## config.mk

```make
export PLATFORM = sky130hd
export DESIGN_NAME = lock_controller
export DESIGN_NICKNAME = d
export VERILOG_FILES = /design/src/rtl/lock_controller.sv
export SDC_FILE = /design/constraint.sdc
export NUM_CORES = 1
export LEC_CHECK = 0
export ABC_CLOCK_PERIOD_IN_PS = 2100
export BUFFER_PORTS_ARGS = -buffer_cell sky130_fd_sc_hd__clkbuf_2
export CAP_MARGIN = 15
export CELL_PAD_IN_SITES_DETAIL_PLACEMENT = 1
export CELL_PAD_IN_SITES_GLOBAL_PLACEMENT = 1
export CORE_MARGIN = 8
export CORE_UTILIZATION = 42
export CTS_BUF_LIST = sky130_fd_sc_hd__clkbuf_8
export DETAILED_ROUTE_END_ITERATION = 10
export PLACE_DENSITY = 0.84
export SYNTH_ARGS = -nofsm -noshare
export SYNTH_HDL_FRONTEND = slang
export SYNTH_SLANG_ARGS = --single-unit
```

## constraint.sdc

```tcl
create_clock -name clk -period 2.1 [get_ports clk]
set_clock_uncertainty 0.1 [all_clocks]
set_input_delay 0.21 -clock clk [delete_from_list [all_inputs] [get_ports clk]]
set_output_delay 0.21 -clock clk [all_outputs]
set_load 0.02 [all_outputs]
```

## src/rtl/lock_controller.sv

```systemverilog
// ---------------------------------------------------------------------------
// lock_controller
//   Sequencing controller for the combination-lock datapath. It takes one
//   decimal digit per strobe and compares a DIGITS-long entry against the
//   stored code. It counts consecutive failures and, after MAX_FAIL of them,
//   holds a timed lockout. It drives the message selector for the
//   seven-segment decoder.
//   Optional feature macro: LOCK_PROG_EN (code reprogramming from OPEN).
//   Revision: 1.0 - initial release
// ---------------------------------------------------------------------------
`default_nettype none

module lock_controller #(
  parameter int DIGITS         = 6,
  parameter int MAX_FAIL       = 3,
  parameter int LOCKOUT_CYCLES = 16
) (
  input  logic       clk,
  input  logic       rst_n,
  input  logic       digit_valid,
  input  logic [3:0] digit,
  input  logic       clear,
  input  logic       prog_req,
  output logic [2:0] msg,
  output logic [3:0] show_digit,
  output logic [2:0] pos,
  output logic [1:0] fail_cnt,
  output logic       unlocked,
  output logic       err
);

  localparam int CODE_W = DIGITS * 4;
  localparam int LCW    = (LOCKOUT_CYCLES > 1) ? $clog2(LOCKOUT_CYCLES) : 1;

  localparam logic [2:0] MSG_BLANK  = 3'd0;
  localparam logic [2:0] MSG_DIGIT  = 3'd1;
  localparam logic [2:0] MSG_OPEN   = 3'd2;
  localparam logic [2:0] MSG_CLOSED = 3'd3;
  localparam logic [2:0] MSG_ERROR  = 3'd4;
  localparam logic [2:0] MSG_LOCKED = 3'd5;
`ifdef LOCK_PROG_EN
  localparam logic [2:0] MSG_PROG   = 3'd6;
`endif

  // Factory code 7,0,3,2,6,2; digit 0 lives in the lowest nibble.
  function automatic logic [CODE_W-1:0] default_code();
    logic [23:0] base;
    base = {4'd2, 4'd6, 4'd2, 4'd3, 4'd0, 4'd7};
    default_code = '0;
    for (int i = 0; i < DIGITS; i++) begin
      default_code[i*4 +: 4] = base[(i % 6)*4 +: 4];
    end
  endfunction

  localparam logic [CODE_W-1:0] C_DEFAULT_CODE = default_code();

  typedef enum logic [2:0] {
    ST_IDLE,
    ST_ENTER,
    ST_OPEN,
    ST_CLOSED,
    ST_LOCKOUT
`ifdef LOCK_PROG_EN
    , ST_PROG
`endif
  } state_t;

  state_t             state_q;
  logic [CODE_W-1:0]  code_q;
  logic [LCW-1:0]     lock_cnt_q;
  logic               mismatch_q;
  logic [2:0]         msg_q;
  logic [3:0]         show_digit_q;
  logic [2:0]         pos_q;
  logic [1:0]         fail_cnt_q;
  logic               unlocked_q;
  logic               err_q;
`ifdef LOCK_PROG_EN
  logic [CODE_W-5:0]  shadow_q;
`else
  logic               unused_prog_req;
  assign unused_prog_req = prog_req;
`endif

  logic       digit_legal;
  logic [3:0] exp_digit;
  logic       pos_last;
  logic       mismatch_in;
  logic [2:0] fail_next;
  logic       fail_hit;

  // Steady-state message for each state; the ERROR override is layered on top.
  function automatic logic [2:0] msg_of(input state_t s);
    case (s)
      ST_IDLE:    msg_of = MSG_BLANK;
      ST_ENTER:   msg_of = MSG_DIGIT;
      ST_OPEN:    msg_of = MSG_OPEN;
      ST_CLOSED:  msg_of = MSG_CLOSED;
      ST_LOCKOUT: msg_of = MSG_LOCKED;
`ifdef LOCK_PROG_EN
      ST_PROG:    msg_of = MSG_PROG;
`endif
      default:    msg_of = MSG_BLANK;
    endcase
  endfunction

  assign digit_legal = (digit <= 4'd9);
  assign pos_last    = (pos_q == 3'(DIGITS - 1));
  assign mismatch_in = mismatch_q | (digit != exp_digit);
  assign fail_next   = {1'b0, fail_cnt_q} + 3'd1;
  assign fail_hit    = (fail_next >= 3'(MAX_FAIL));

  // Select the stored code digit that the next entered digit is compared against.
  always_comb begin
    exp_digit = code_q[3:0];
    for (int i = 0; i < DIGITS; i++) begin
      if (pos_q == 3'(i)) exp_digit = code_q[i*4 +: 4];
    end
  end

  // Main sequencer: state, code storage and all registered outputs.
  always_ff @(posedge clk) begin
    if (rst_n) begin
      state_q      <= ST_IDLE;
      code_q       <= C_DEFAULT_CODE;
      lock_cnt_q   <= '0;
      mismatch_q   <= 1'b0;
      msg_q        <= MSG_BLANK;
      show_digit_q <= 4'd0;
      pos_q        <= 3'd0;
      fail_cnt_q   <= 2'd0;
      unlocked_q   <= 1'b0;
      err_q        <= 1'b0;
`ifdef LOCK_PROG_EN
      shadow_q     <= '0;
`endif
    end else begin
      // ERROR only lasts one cycle; otherwise the message follows the state.
      err_q <= 1'b0;
      msg_q <= msg_of(state_q);
      if (state_q == ST_LOCKOUT) begin
        // Lockout ignores every input until the counter runs out.
        if (lock_cnt_q == '0) begin
          state_q    <= ST_IDLE;
          msg_q      <= MSG_BLANK;
          fail_cnt_q <= 2'd0;
          pos_q      <= 3'd0;
        end else begin
          lock_cnt_q <= lock_cnt_q - 1'b1;
        end
      end else if (clear) begin
        state_q    <= ST_IDLE;
        msg_q      <= MSG_BLANK;
        pos_q      <= 3'd0;
        mismatch_q <= 1'b0;
        unlocked_q <= 1'b0;
`ifdef LOCK_PROG_EN
      end else if (prog_req && (state_q == ST_OPEN)) begin
        state_q <= ST_PROG;
        msg_q   <= MSG_PROG;
        pos_q   <= 3'd0;
`endif
      end else if (digit_valid) begin
        if (!digit_legal) begin
          err_q <= 1'b1;
          msg_q <= MSG_ERROR;
        end else begin
          case (state_q)
            ST_IDLE, ST_ENTER: begin
              show_digit_q <= digit;
              if (pos_last) begin
                // Verdict is taken on the same edge as the final digit.
                pos_q      <= 3'(DIGITS);
                mismatch_q <= 1'b0;
                if (!mismatch_in) begin
                  state_q    <= ST_OPEN;
                  msg_q      <= MSG_OPEN;
                  unlocked_q <= 1'b1;
                  fail_cnt_q <= 2'd0;
                end else if (fail_hit) begin
                  state_q    <= ST_LOCKOUT;
                  msg_q      <= MSG_LOCKED;
                  fail_cnt_q <= 2'(MAX_FAIL);
                  lock_cnt_q <= LCW'(LOCKOUT_CYCLES - 1);
                end else begin
                  state_q    <= ST_CLOSED;
                  msg_q      <= MSG_CLOSED;
                  fail_cnt_q <= fail_next[1:0];
                end
              end else begin
                state_q    <= ST_ENTER;
                msg_q      <= MSG_DIGIT;
                pos_q      <= pos_q + 3'd1;
                mismatch_q <= mismatch_in;
              end
            end
`ifdef LOCK_PROG_EN
            ST_PROG: begin
              show_digit_q <= digit;
              if (pos_last) begin
                // The final digit goes straight into the top nibble of the new code.
                code_q     <= {digit, shadow_q};
                state_q    <= ST_IDLE;
                msg_q      <= MSG_BLANK;
                pos_q      <= 3'd0;
                unlocked_q <= 1'b0;
              end else begin
                for (int i = 0; i < DIGITS - 1; i++) begin
                  if (pos_q == 3'(i)) shadow_q[i*4 +: 4] <= digit;
                end
                pos_q <= pos_q + 3'd1;
              end
            end
`endif
            default: begin
            end
          endcase
        end
      end
    end
  end

  assign msg        = msg_q;
  assign show_digit = show_digit_q;
  assign pos        = pos_q;
  assign fail_cnt   = fail_cnt_q;
  assign unlocked   = unlocked_q;
  assign err        = err_q;

endmodule

`default_nettype wire

```

**Word-level counts from Yosys, hierarchy flattened**

Cells that the tools add are included.

- Mux-type cells: 60
- Add/sub/neg operators: 3
- Reductions and logical operators: 23
- Equal/unequal tests: 14
- Bitwise operators: 4
- Magnitude comparators: 2

Operators with widths:

| operator | count |
|---|---|
| two-way mux 3 bit | 25 |
| two-way mux 4 bit | 13 |
| nonzero test 2 bit | 10 |
| two-way mux 2 bit | 9 |
| == test 3 x 2 -> 1 bit, second input constant | 4 |
| two-way mux 1 bit | 12 |
| one-hot mux 3 bit (4 select lines) | 1 |
| AND reduction 6 bit | 2 |
| == test 3 bit, second input constant | 3 |
| nonzero test 3 bit | 3 |
| AND reduction 4 bit | 2 |
| AND reduction 8 bit | 1 |
| == test 3 x 1 -> 1 bit, second input constant | 2 |
| AND reduction 5 bit | 1 |
| less-or-equal comparator 4 bit, second input constant | 1 |
| zero test 4 bit | 1 |
| != test 2 x 1 -> 1 bit, second input constant | 2 |
| != test 2 bit, second input constant | 2 |
| != test 4 bit | 1 |
| OR reduction 4 bit | 1 |
| subtractor 4 x 1 -> 4 bit, second input constant | 1 |
| adder 2 x 1 -> 3 bit, second input constant | 1 |
| adder 3 x 1 -> 3 bit, second input constant | 1 |
| >= comparator 3 x 2 -> 1 bit, second input constant | 1 |
| other kinds (4) | 6 |

- Register bits after elaboration: 22
- Word-level logic and storage cells: 115

**Longest topological paths before layout**

- Depth after elaboration: 15
- Depth in mapped cells: 7
- Gate-level depth less buffers: 7

**Worst setup path after synthesis**

Ideal clock, no wire load.

- Path kind: register to register
- From: register pos_q[2], in the netlist pos[2]
- To: register state_q[0]
- Slack: 0.156 ns
- Data required time: 1.866 ns
- Buffers on the path: 1
- Library setup time: 0.134 ns
- Data arrival time: 1.710 ns
- Clock period less this slack: 1.944 ns
- Cell stages (with the launch flop): 7
- Cells stage by stage: dfxtp_1 > buf_6 > or4b_1 > nand4_4 > nand4_4 > a221oi_2 > a211oi_1

- Cells in the longest elaborated chain, start to end: 15
- Elaborated cells on any way between the ends: 19
- Those cells by class: eq/ne (6); mux (12); bitwise (1)

RTL lines:

| element | line | RTL |
|---|---|---|
| start: declaration | 74 | `logic [2:0] pos_q;` |
| start signal: assignment | 173 | `pos_q <= 3'(DIGITS);` |
| start signal: assignment | 193 | `pos_q <= pos_q + 3'd1;` |
| == test 3 x 1 -> 1 bit | 117 | `if (pos_q == 3'(i)) exp_digit = code_q[i*4 +: 4];` |
| two-way mux 3 bit | 117 |  |
| two-way mux 4 bit (4 in a row) | 117 |  |
| != test 4 bit | 109 | `assign mismatch_in = mismatch_q \| (digit != exp_digit);` |
| bitwise OR 1 bit | 109 |  |
| two-way mux 3 bit | 175 | `if (!mismatch_in) begin` |
| two-way mux 3 bit * | 171 | `if (pos_last) begin` |
| two-way mux 3 bit * | 168 | `case (state_q)` |
| two-way mux 3 bit * | 164 | `if (!digit_legal) begin` |
| two-way mux 3 bit * | 163 | `end else if (digit_valid) begin` |
| two-way mux 3 bit * | 151 | `end else if (clear) begin` |
| two-way mux 3 bit * | 141 | `if (state_q == ST_LOCKOUT) begin` |
| end signal: assignment | 144 | `state_q <= ST_IDLE;` |
| end signal: assignment | 152 | `state_q <= ST_IDLE;` |
| end signal: assignment | 176 | `state_q <= ST_OPEN;` |
| end: declaration | 68 | `state_t state_q;` |

Mark *: on every way between the ends. The rest lies on a longest branch, timed or not. The select of a mux whose other input is x is not followed.
A chain may end at the register's enable or synchronous reset.

**Final worst setup path**

- From: register pos_q[1], in the netlist pos[1]
- To: register lock_cnt_q[0]

- Cells in the longest elaborated chain, start to end: 10
- Elaborated cells on any way between the ends: 15
- Those cells by class: eq/ne (6); mux (5); bitwise (1); reduce/logical (3)

RTL lines:

| element | line | RTL |
|---|---|---|
| == test 3 x 1 -> 1 bit | 117 |  |
| two-way mux 3 bit | 117 |  |
| two-way mux 4 bit (4 in a row) | 117 |  |
| != test 4 bit | 109 |  |
| bitwise OR 1 bit | 109 |  |
| nonzero test 2 bit (no source line) | -- |  |
| AND reduction 8 bit (no source line) * | -- |  |
| end signal: assignment | 149 | `lock_cnt_q <= lock_cnt_q - 1'b1;` |
| end signal: assignment | 184 | `lock_cnt_q <= LCW'(LOCKOUT_CYCLES - 1);` |
| end: declaration | 70 | `logic [LCW-1:0] lock_cnt_q;` |

Mark *: on every way between the ends. The rest lies on a longest branch, timed or not.

==> metrics.yaml <==
outcome:
  status: "finished, final reports clean"
critical_path:
  ff2ff_setup_slack_ns: 0.17
  reg2reg_to: "lock_cnt_q[0]"
  crit_path_end_kind: "flop"
  timing.rr.start: "pos[1]"
  worst-path-max-fanout: 9
  critPathRequiredTime_ns: 2.16
  setup.worst_path.class: "reg2reg"
  crit_arrival_ns: 1.98
  worstSetupStartpoint: "pos[1]"
  rr_worst_depth: 7
  crit_path_end: "lock_cnt_q[0]"
  startpoint_type: "flop"
timing:
  slew_viol_final: 0
  finalHoldViolCount: 0
  timing.fmax_mhz: 519
  min_period_ns: 1.93
  rsz0062_at_grt: "no"
  layout_setup_ws_ns: 0.172
  setup_viol: 0
  worstMarginPinSlew_ns: 0.431
  timing.hold.ws_ns: 0.107
  setup_tns_ns: 0
  post-route-period-util_pct: 91.8
  slew_headroom_pct: 71.2
synth:
  synth_cells: 143
  seq_area_frac_synth_pct: 36.9
  synth_fp_nets: 155
  ys_ff_latch: 22
  synth-edff-count: 0
  synth_area_um2: 1190
  ys_warn_count: 0
  yosys_most_used_dff: "dfxtp_1"
  async_reset_ff_share_pct: 0
  syn_area_per_cell_um2: 8.35
  synth_cell_types: 43
route:
  dr.first_iter.drc_count: 46
  antenna_left: 0
  drt_wl_total_mm: 3.51
  routedWlPerCell_um: 17.7
  top_layer: "met4"
  dr_wl_met3_um: 99
  detail_route.vias_per_cell: 5.81
  met1_length_mm: 1.57
  drcViolationCount: 0
  drtPass1Iterations: 4
  wl_met2_mm: 1.78
  via_count: 1151
place:
  place_area_um2: 1340
  gp_congestion: 0.862
  hpwl_mm: 2.58
  placed_cells: 194
  place_ws_ns: 0.107
  portBuffers: 21
pwr:
  sw_frac_of_total_pct: 23.4
  vdd_ir_drop_max_v: 0.000431
  seqPwrFrac_pct: 46.3
  p_switching_mw: 0.217
  finalPower_mw: 0.930
  power_density_nw_per_um2: 651
  p_clk_share_pct: 43.6
  leakage_nw: 0.534
  p_int_mw: 0.712
  p_comb_share_pct: 10.0
global_route:
  grt_pass1_vias: 1259
  grt_overflow: 0
  grt.total_usage_pct: 14.7
  grt_pass1_wl_mm: 5.94
  antenna_found_initial: 0
  grt_start_max_net_pins: 17
floorplanning:
  dieArea_um2: 4800
  die_y_um: 69.3
  die_w_um: 69.3
  num_rows: 19
  coreArea_um2: 2730
  boundaryPins: 23
  initial_utilization_pct: 43.7
clock_tree:
  numCtsBuffers: 3
  clock_sinks: 22
  clk_pin_slew_worst_paths_ns: 0.09
  htreeDepth: 1
  worstSkewPairLatency_ns: 0.27
  clock_path_buffers: 2
  cts_tree: "done"
  cts_root_buffer: "clkbuf_8"
  postCtsSetupBuffers: 0
final_layout:
  fin_util_pct: 52.3
  antenna_cells: 0
  nNetsFinal: 180
  final_cells: 198
  drive_above_1_share_pct: 24.6
  design_area_um2: 1430
  area_growth_pct: 19.7
hold_path:
  hold_class: "in2reg"
flow_run:
  drv_cap: 0
-- worst min-delay path by stage --
stage	from	end	slack, ns	depth (start not counted)
after floorplan	digit[0]	show_digit[0]	0.25	2
after global placement	show_digit[2]	show_digit[2]	0.34	2
after detailed placement	show_digit[0]	show_digit[0]	0.35	2
after CTS	digit[3]	show_digit[3]	0.10	3
after global routing	digit[3]	show_digit[3]	0.11	3
final	digit[3]	show_digit[3]	0.11	3
-- cell families (layout without fill, tap and decap cells) --
kind of cell	Yosys count	count (layout)	share of synthesized area [%]
flops	22	22	36.9
simple gates	66	66	32.4
compound gates	37	37	21.6
buf+inv	14	38	5.24
fa+ha+maj	3	3	3.14
xor+xnor	1	1	0.734
-- power by group through the flow --
stage | combinational, mW | clock [mW] | sequential [mW]
after floorplan | 0.0491 | 0 | 0.446
after global placement | 0.0870 | 0 | 0.439
after detailed placement | 0.0901 | 0 | 0.440
after CTS | 0.0910 | 0.415 | 0.430
after global routing | 0.102 | 0.425 | 0.432
final | 0.0932 | 0.406 | 0.431
-- registers in the layout, indices dropped and copies added (netlist names) --
name and cells:
lock_cnt_q 4, show_digit 4, msg 3, pos 3
state_q 3, fail_cnt 2, err 1, mismatch_q 1
unlocked 1
-- synth_stat cells (all sizes together), types with 2 or more instances --
master	count	area (um2)
dfxtp	22	440
nand2	20	75.1
a21oi	14	70.1
nor2	13	56.3
inv	8	30.0
nand3	8	40.0
o21ai	6	30.0
nor3	5	25.0
a31oi	3	33.8
buf	3	21.3
clkbuf	3	11.3
ha	3	37.5
nand4	3	48.8
nor3b	3	32.5
o32ai	3	26.3
a211oi	2	15.0
nand2b	2	12.5
nor2b	2	12.5
or4	2	15.0
or4b	2	23.8
-- per-layer routing --
layer  vias up  track usage [%]
li1        564                -
met1       563             16.8
met2        19             23.7
met3         5             4.15
met4         0             8.88
met5         -                0
-- cells in the final DEF (no fill, tap or decap), drive strengths merged, types with 2 or more instances in the layout --
| cell | count |
|---|---|
| a211oi | 2 |
| a21oi | 14 |
| a31oi | 3 |
| buf | 5 |
| clkbuf | 24 |
| dfxtp | 22 |
| ha | 3 |
| inv | 8 |
| nand2 | 20 |
| nand2b | 2 |
| nand3 | 8 |
| nand4 | 3 |
| nor2 | 13 |
| nor2b | 2 |
| nor3 | 5 |
| nor3b | 3 |
| o21ai | 6 |
| o32ai | 3 |
| or4 | 2 |
| or4b | 2 |
-- worst max-delay path, stage by stage (launching register included) --
cell,delay (ns)
dfxtp_1,0.49
inv_1,0.08
ha_1,0.23
nand2b_1,0.13
xnor2_2,0.16
nand4_4,0.23
a31oi_4,0.28
o32ai_1,0.12
-- what timing repair did --
action                     4_1_cts  5_1_grt
hold buffers                     0        0
hold endpoints to repair         0        0
setup endpoints to repair        0        6
resized for setup                0        3
-- layout make-up --
cell class / count / area, um2
tap: 31 / 38.8
timing repair buffer: 26 / 143
multi-input combinational: 107 / 704
clock buffer: 3 / 41.3
clock inverter: 1 / 30.0
sequential: 22 / 442
inverter: 8 / 30.0
fill: 348 / 1310
No activity file was read; power rests on OpenSTA's default activity.
